$ cat config.mk
export PLATFORM = sky130hd
export DESIGN_NAME = instr_fetch
export DESIGN_NICKNAME = d
export VERILOG_FILES = /design/src/rtl/instr_fetch.sv
export SDC_FILE = /design/constraint.sdc
export NUM_CORES = 1
export LEC_CHECK = 0
export CAP_MARGIN = 0
export CORE_MARGIN = 5
export CORE_UTILIZATION = 31
export CTS_CLUSTER_SIZE = 14
export DETAILED_ROUTE_END_ITERATION = 8
export GPL_TIMING_DRIVEN = 0
export HOLD_SLACK_MARGIN = 0.03
export SLEW_MARGIN = 20
export SYNTH_ARGS = -nofsm -noshare
export SYNTH_HDL_FRONTEND = slang
export SYNTH_SLANG_ARGS = --single-unit
$ cat constraint.sdc
create_clock -name clk -period 3.1 [get_ports clk]
set_clock_uncertainty 0.2 [all_clocks]
set_input_delay 0.62 -clock clk [delete_from_list [all_inputs] [get_ports clk]]
set_output_delay 0.62 -clock clk [all_outputs]
set_load 0.02 [all_outputs]
$ cat src/rtl/instr_fetch.sv
// instr_fetch: two-stage fetch unit with PC, branch/skip flush and circular return stack
module instr_fetch #(
    parameter int STACK_DEPTH = 8
) (
    input  logic        clk,
    input  logic        rst_n,
    output logic [9:0]  PM_ADDR,
    input  logic [13:0] PM_DATA,
    input  logic        HOLD,
    input  logic        SKIP,
    input  logic        PCL_WR,
    input  logic [7:0]  PCL_DATA,
    input  logic [4:0]  PCLATH,
    output logic [13:0] OP_CODE,
    output logic        OP_VALID,
    output logic [12:0] PC,
    output logic        STACK_OVF,
    output logic        STACK_UNF
);
    localparam int PW = $clog2(STACK_DEPTH);
    localparam logic [PW:0] FULL = (PW+1)'(STACK_DEPTH);

    logic [12:0]   stack [STACK_DEPTH];
    logic [PW-1:0] ptr, ptr_dec;
    logic [PW:0]   depth;
    logic          is_goto, is_call, is_ret, flush, push, pop;
    logic [12:0]   pc_nxt, top;

    assign PM_ADDR = PC[9:0];

    // decode the executing opcode and pick the next PC by priority: PCL write, branch/return, skip/sequential
    always_comb begin
        ptr_dec = ptr - 1'b1;
        top     = stack[ptr_dec];
        is_goto = OP_VALID && (OP_CODE[13:11] == 3'b101);
        is_call = OP_VALID && (OP_CODE[13:11] == 3'b100);
        is_ret  = OP_VALID && ((OP_CODE == 14'h0008) || (OP_CODE == 14'h0009) || (OP_CODE[13:10] == 4'b1101));
        push    = !HOLD && !PCL_WR && is_call;
        pop     = !HOLD && !PCL_WR && is_ret;
        flush   = PCL_WR || is_goto || is_call || is_ret || SKIP;
        pc_nxt  = PCL_WR              ? {PCLATH, PCL_DATA} :
                  (is_goto || is_call) ? {PCLATH[4:3], OP_CODE[10:0]} :
                  is_ret               ? top : PC + 13'd1;
    end

    // pipeline registers, stack pointer/depth and sticky flags; HOLD freezes everything
    always_ff @(posedge clk or negedge rst_n) begin
        if (!rst_n) begin
            PC        <= '0;
            OP_CODE   <= '0;
            OP_VALID  <= 1'b0;
            ptr       <= '0;
            depth     <= '0;
            STACK_OVF <= 1'b0;
            STACK_UNF <= 1'b0;
        end else if (!HOLD) begin
            PC       <= pc_nxt;
            OP_CODE  <= flush ? 14'h0000 : PM_DATA;
            OP_VALID <= !flush;
            if (push) begin
                ptr <= ptr + 1'b1;
                if (depth == FULL) STACK_OVF <= 1'b1;
                else depth <= depth + 1'b1;
            end
            if (pop) begin
                ptr <= ptr_dec;
                if (depth == '0) STACK_UNF <= 1'b1;
                else depth <= depth - 1'b1;
            end
        end
    end

    // return-address storage; contents need no reset, at full depth the oldest slot is overwritten
    always_ff @(posedge clk) begin
        if (push) stack[ptr] <= PC;
    end
endmodule

==> results of run 1 <==
[per-layer routing]
metal  track usage  share of wire  up-vias
li1              -              -     1779
met1        0.1819           0.43     1925
met2        0.2353           0.50      106
met3       0.03920          0.046       14
met4       0.05349          0.021        0
met5             0              0        -
[area by class of cell]
| cell class | count | area share |
|---|---|---|
| Inverter | 8 | 0.003748 |
| Buffer | 31 | 0.02577 |
| Timing Repair Buffer | 87 | 0.1078 |
| Clock buffer | 25 | 0.06060 |
| Multi-Input combinational cell | 215 | 0.2474 |
| Sequential cell | 141 | 0.5054 |
| Clock inverter | 7 | 0.007965 |
| Tap cell | 265 | 0.04139 |
[layout by cell type (no fill, tap or decap), types with 6 or more instances in the layout]
cell type | synthesis | layout
inv_1 | 8 | 8
mux4_2 | 26 | 26
mux2i_1 | 13 | 12
buf_4 | 10 | 21
o21ai_0 | 11 | 11
clkbuf_1 | 10 | 12
clkbuf_16 | 0 | 17
o22ai_1 | 8 | 8
a22o_1 | 15 | 15
a21oi_1 | 9 | 9
dfrtp_1 | 37 | 37
clkdlybuf4s50_1 | 0 | 70
nand2_1 | 24 | 24
xnor2_1 | 8 | 8
edfxtp_1 | 104 | 104
buf_2 | 9 | 7
nand3_1 | 16 | 15
xor2_1 | 7 | 6
a31oi_1 | 6 | 6
[worst max-delay path, cell delays in order]
cell and delay (ps):
clkdlybuf4s50_1 540, nor2_1 270, and3_1 210, clkbuf_1 320, nand2_1 280, nor2_2 470, buf_8 220
[where the power goes]
| part | total [mW] | leakage [nW] | switching (mW) | internal, mW |
|---|---|---|---|---|
| clock network | 1.89 | 0.265 | 0.727 | 1.16 |
| logic | 1.54 | 1.17 | 0.754 | 0.785 |
| registers | 2.34 | 1.39 | 0.180 | 2.16 |
[state kept, by name (all words and copies together), names as in the netlist]
signal / cells
OP_VALID: 1
OP_CODE: 14
ptr: 3
stack: 104
STACK_UNF: 1
depth: 4
PC: 13
STACK_OVF: 1
[repair_timing]
item / CTS / global route
pin swaps: 2 / 0
setup endpoints to repair: 67 / 32
setup buffers: 3 / 3
resized for setup: 14 / 4
endpoints found under the hold margin: 6 / 0
hold buffers: 1 / 0
[metrics by stage]
stage	setup slack, ps	area, µm²	setup TNS (ps)	hold slack [ps]	cells
after floorplan	175.4	6158	0	124.4	395
after global placement	-1710	7201	-132400	240.1	731
after detailed placement	-834.5	7335	-48470	247.9	740
after CTS	28.93	7970	0	260.7	776
after global routing	-48.12	8011	-529.8	276.5	779
final	99.72	8011	0	256.0	779
[worst min path at each step]
stage,startpoint,to,cells after the start
2_1_floorplan,rst_n,OP_CODE[0],0
4_1_cts,STACK_OVF,STACK_OVF,1
3_3_place_gp,STACK_OVF,STACK_OVF,1
5_1_grt,STACK_OVF,STACK_OVF,1
6_report,STACK_OVF,STACK_OVF,1
3_5_place_dp,STACK_OVF,STACK_OVF,1
[cell families after synthesis]
family / share of synthesized area
AO/OA/AOI/OAI: 0.07993
XOR/XNOR: 0.02136
adder cells (fa/ha/maj): 0.01017
buffers and inverters: 0.03417
flip-flops: 0.6581
multiplexers: 0.1255
AND/OR/NAND/NOR: 0.07078
==> run summary, run 1 <==
Routed via count -> 3824
Pin count of the biggest net entering global routing -> 32
Total die area -> 22760 µm²
Wire length of the first global-routing pass -> 24090 µm
Boundary pin count -> 72
Startpoint Class -> input pin
Insertion delay of the later-clocked pin in the worst-skew pair -> 420 ps
Routed wirelength normalized by instance count -> 19.62 µm
Row count -> 51
Final weighted congestion in routability-driven placement -> 0.8219
Initial core utilization -> 0.3151
Hold violation count in the final report -> 0
CP startpoint -> PCL_WR
FF-to-FF Start -> ptr[0]
Path depth of the worst reg2reg path -> 11
Endpoint kind of the worst setup timing path -> register
Post-synthesis area per instance -> 15.58 µm²
Via density per instance -> 4.909
Synth cell types -> 46
Synth Instances -> 395
Required time reported for the critical path endpoint -> 3030 ps
Leading cell type by number of instances after synthesis -> edfxtp_1
Total nets after synthesis -> 432
Number of global-route vias before repair -> 4118
Prevailing post-synth register cell -> edfxtp_1
Detailed Routing Iterations Pass 1 -> 4
Post-synth top area share -> 0.5076
Worst setup path class -> in2reg
Vertical die dimension -> 150.9 µm
Leakage power -> 2.830 nW
Count of unresolved DRC violations after routing -> 0
Remaining max-slew budget at the tightest pin -> 0.6143
GRT Overall Usage -> 0.1434
Number of antenna violations at the first check in global routing -> 0
Final antenna-violating net count -> 0
Area occupied by multi-input gates -> 1982 µm²
Register area share after synthesis -> 0.6581
Yosys warnings -> 0
Number of max-slew violations in the final report -> 0
Number of violations of the max-capacitance limit -> 0
Overall routed net length -> 15290 µm
RSZ-0062 raised after global routing -> yes
Diode insertion count for antenna repair -> 0
Worst hold path class -> reg2reg
Synth area leader -> edfxtp_1
Clk pin slew, worst setup/hold paths -> 50 ps
Most used standard cells in the synthesized netlist -> 104 x edfxtp_1, 37 x dfrtp_1, 26 x mux4_2
Final nets -> 538
Most area-consuming cells after synthesis -> edfxtp_1 51%, dfrtp_1 15%, mux4_2 9.5%
Area inside the core boundary -> 19530 µm²
Result of the run -> finished clean
Total design power -> 5.761 mW
End point of the critical path -> stack[5][1]
Layout-stage area growth over the synthesis result -> 30.22%
Total gr overflow -> 0
Die W -> 150.9 µm
Half-perimeter wire length of the detailed placement result -> 11070 µm
CTS tree -> built
Number of register bits inferred by synthesis -> 141
Maximum clock frequency -> 0.3333 GHz
Filler Cell Count -> 1819
Highest ir drop seen on vdd -> 0.0003400 V
Crit path DAT -> 2930 ps
Starting DRT DRC Count -> 274
Post-layout minimum cycle time -> 3000 ps
Clock H-tree levels -> 4
Number of port buffers -> 71
Number of endpoints failing setup at the final stage -> 0
Number of CTS-inserted buffers -> 17
Flop2flop setup slack -> 210 ps
Fraction of registers with async set or reset after synthesis -> 0.2624
Ratio of total power to cell area -> 719.1 nW/µm²
Clk sinks -> 141
Reg-to-reg critical path endpoint -> PC[1]
Sequential cell area -> 4049 µm²
Number of enable flip-flop cells after synthesis -> 104
Fraction of final layout cells with drive strength greater than 1 -> 0.2160
Worst-margin pin slew -> 578.5 ps
Master cell of the clock root buffer -> clkbuf_16
Post-Route Utilization -> 0.4103
Critical path fanouts, max -> 9
Maximum buffer depth of the clock tree -> 2
Period utilization -> 0.9678
Summed instance area of the synthesized netlist -> 6152 µm²
Note: power is estimated with default switching activity, not from simulation.
==> inputs of run 2 (changes only) <==
Settings changed: CAP_MARGIN 0 to 25.
==> results of run 2 <==
The final DEF is identical to that of run 1; final timing and power are the same.
==> inputs of run 3 (changes only) <==
Settings changed: CORE_UTILIZATION 31 to 45, PLACE_DENSITY set to 0.69.
==> run summary, run 3 (same netlist as run 1, synthesis figures left out) <==
Maximum clock frequency -> 0.3245 GHz
Gate power share -> 0.258
Slack of the critical path -> 17.98 ps
Period utilization -> 0.9942
RSZ-0062 raised after global routing -> yes
Wire length of the first global-routing pass -> 22690 µm
Total gr overflow -> 0
Placed cell count -> 651
Master cell of the clock root buffer -> clkbuf_16
Highest ir drop seen on vdd -> 0.0004193 V
Die W -> 126.9 µm
Largest register by flop count -> stack
Hold violation count in the final report -> 0
Most frequent standard cell in the layout excluding fill and tap cells -> edfxtp_1
Crit path DAT -> 2920 ps
Fraction of final layout cells with drive strength greater than 1 -> 0.2141
Half-perimeter wire length of the detailed placement result -> 10100 µm
Final weighted congestion in routability-driven placement -> 0.8559
Pin count of the biggest net entering global routing -> 26
Routed wirelength normalized by instance count -> 21.03 µm
Diode insertion count for antenna repair -> 0
Total design power -> 5.911 mW
Layout-stage area growth over the synthesis result -> 28.55%
Ratio of total power to cell area -> 747.4 nW/µm²
FF-to-FF Start -> ptr[0]
Worst hold path class -> reg2reg
Row count -> 42
Startpoint Class -> input pin
Slowest stage cell on the critical path -> nor2_2
Number of violations of the max-capacitance limit -> 0
Leakage power -> 2.837 nW
Pre-CTS worst setup slack -> -661.5 ps
Final instance count without filler cells -> 685
Seq pwr share -> 0.395
Initial core utilization -> 0.4609
Clk pin slew, worst setup/hold paths -> 60 ps
Area inside the core boundary -> 13350 µm²
Total die area -> 16110 µm²
Number of CTS-inserted buffers -> 17
Post-layout minimum cycle time -> 3082 ps
Number of global-route vias before repair -> 3956
Starting DRT DRC Count -> 317
Hold worst-path end -> STACK_OVF
Result of the run -> finished clean
Final nets -> 533
Remaining max-slew budget at the tightest pin -> 0.4170
GRT Overall Usage -> 0.1879
Number of endpoints failing setup at the final stage -> 0
Count of unresolved DRC violations after routing -> 0
Final antenna-violating net count -> 0
CTS tree -> built
Internal power summed over all cells -> 4.239 mW
Largest registers ranked by flip-flop count -> stack x104, OP_CODE x14, PC x13
CP startpoint -> HOLD
Net switching power of the design -> 1.672 mW
Max reg flops -> 104
Total Negative Setup Slacks -> 0 ps
Number of antenna violations at the first check in global routing -> 0
Delay-heaviest family, CP -> simple AND/OR/NAND/NOR gates
Launch point of the worst hold path -> STACK_OVF
Clock Power Share -> 0.347
Path depth of the worst reg2reg path -> 11
Switch share -> 0.2828
Vertical die dimension -> 126.9 µm
Top library cells by usage in the layout, fill and taps aside -> 104 x edfxtp_1, 70 x clkdlybuf4s50_1, 37 x dfrtp_1
Clk sinks -> 141
Maximum buffer depth of the clock tree -> 2
Clock H-tree levels -> 4
Reg-to-reg critical path endpoint -> PC[6]
Series of cell instances along the critical path -> clkdlybuf4s50_1 > nor2_1 > and3_1 > clkbuf_1 > nand2_1 > nor2_2
Number of buffers and inverters on the critical path -> 2
Required time reported for the critical path endpoint -> 2940 ps
Overall routed net length -> 14410 µm
Highest cell delay on the worst timing path -> 730 ps
Number of max-slew violations in the final report -> 0
Number of stages on the worst hold path -> 1
Boundary pin count -> 72
Endpoint kind of the worst setup timing path -> register
Routed via count -> 3945
Worst setup path class -> in2reg
Via density per instance -> 5.759
Insertion delay of the later-clocked pin in the worst-skew pair -> 420 ps
Critical path fanouts, max -> 13
Worst-margin pin slew -> 873.5 ps
Filler Cell Count -> 1040
Detailed Routing Iterations Pass 1 -> 5
Flop2flop setup slack -> 120 ps
Number of port buffers -> 71
==> run 3: cell types whose count changed in the layout (fill, tap and decap cells not counted), moves of 2 or more <==
cell | previous run | this run
buf_6 | 5 | 3
clkbuf_16 | 17 | 21
clkinv_2 | 3 | 1
nor3_4 | 4 | 2
clkbuf_1 | 12 | 9
nor3_2 | 0 | 2
==> run 3: power by group through the flow <==
stage / clock network [mW] / registers [mW] / logic (mW)
5_1_grt: 2.16 / 2.36 / 1.65
6_report: 2.05 / 2.34 / 1.52
3_5_place_dp: 0 / 2.37 / 1.48
4_1_cts: 2.08 / 2.33 / 1.53
2_1_floorplan: 0 / 2.36 / 0.963
3_3_place_gp: 0 / 2.36 / 1.45
==> run 3: how the worst max path moves through the flow <==
stage,cells after the start,to
after floorplan,4,stack[2][0]
after global placement,5,stack[2][7]
after detailed placement,6,stack[4][7]
after CTS,6,stack[7][11]
after global routing,6,stack[7][0]
final,6,stack[7][0]
==> run 3: layout make-up <==
class                   count  area (µm²)  area share
flip-flops and latches    141        4049      0.5119
multi-input cells         215        1961      0.2479
repair buffers             82       822.0      0.1039
clock buffers              27       588.1     0.07436
well taps                 176       220.2     0.02784
plain buffers              31       202.7     0.02563
clock inverters             5       36.28    0.004588
inverters                   8       30.03    0.003797
==> run 3: metrics by stage <==
step	hold slack (ps)	util	area [µm²]
floorplan	124.4	-	6158
global placement	245.5	0.5311	7089
detailed placement	257.3	0.5409	7219
CTS	274.0	0.5917	7898
global route	296.5	0.5925	7909
finish	264.4	0.5925	7909
==> run 3: routing by layer <==
layer,wire length [µm],vias to the layer above,GRT usage
met5,0,-,0
met4,224,0,0.06246
met3,1084,18,0.05338
met2,6889,192,0.2942
met1,6209,1975,0.2550
li1,-,1760,-
==> run 3: timing repair <==
action	CTS	global route
pin swaps	1	0
endpoints found under the setup margin	46	68
gates resized for setup	10	5
endpoints found under the hold margin	12	0
gates cloned	0	0
hold buffers	1	0
buffers inserted	1	0
==> run 3: worst register-to-register path: cells and delay by family (launching register included) <==
kind	cells	cell delay (ps)
compound gates	2	240
fa+ha+maj	1	290
buf+inv	5	1060
flops	1	360
mux	2	570
simple gates	1	140
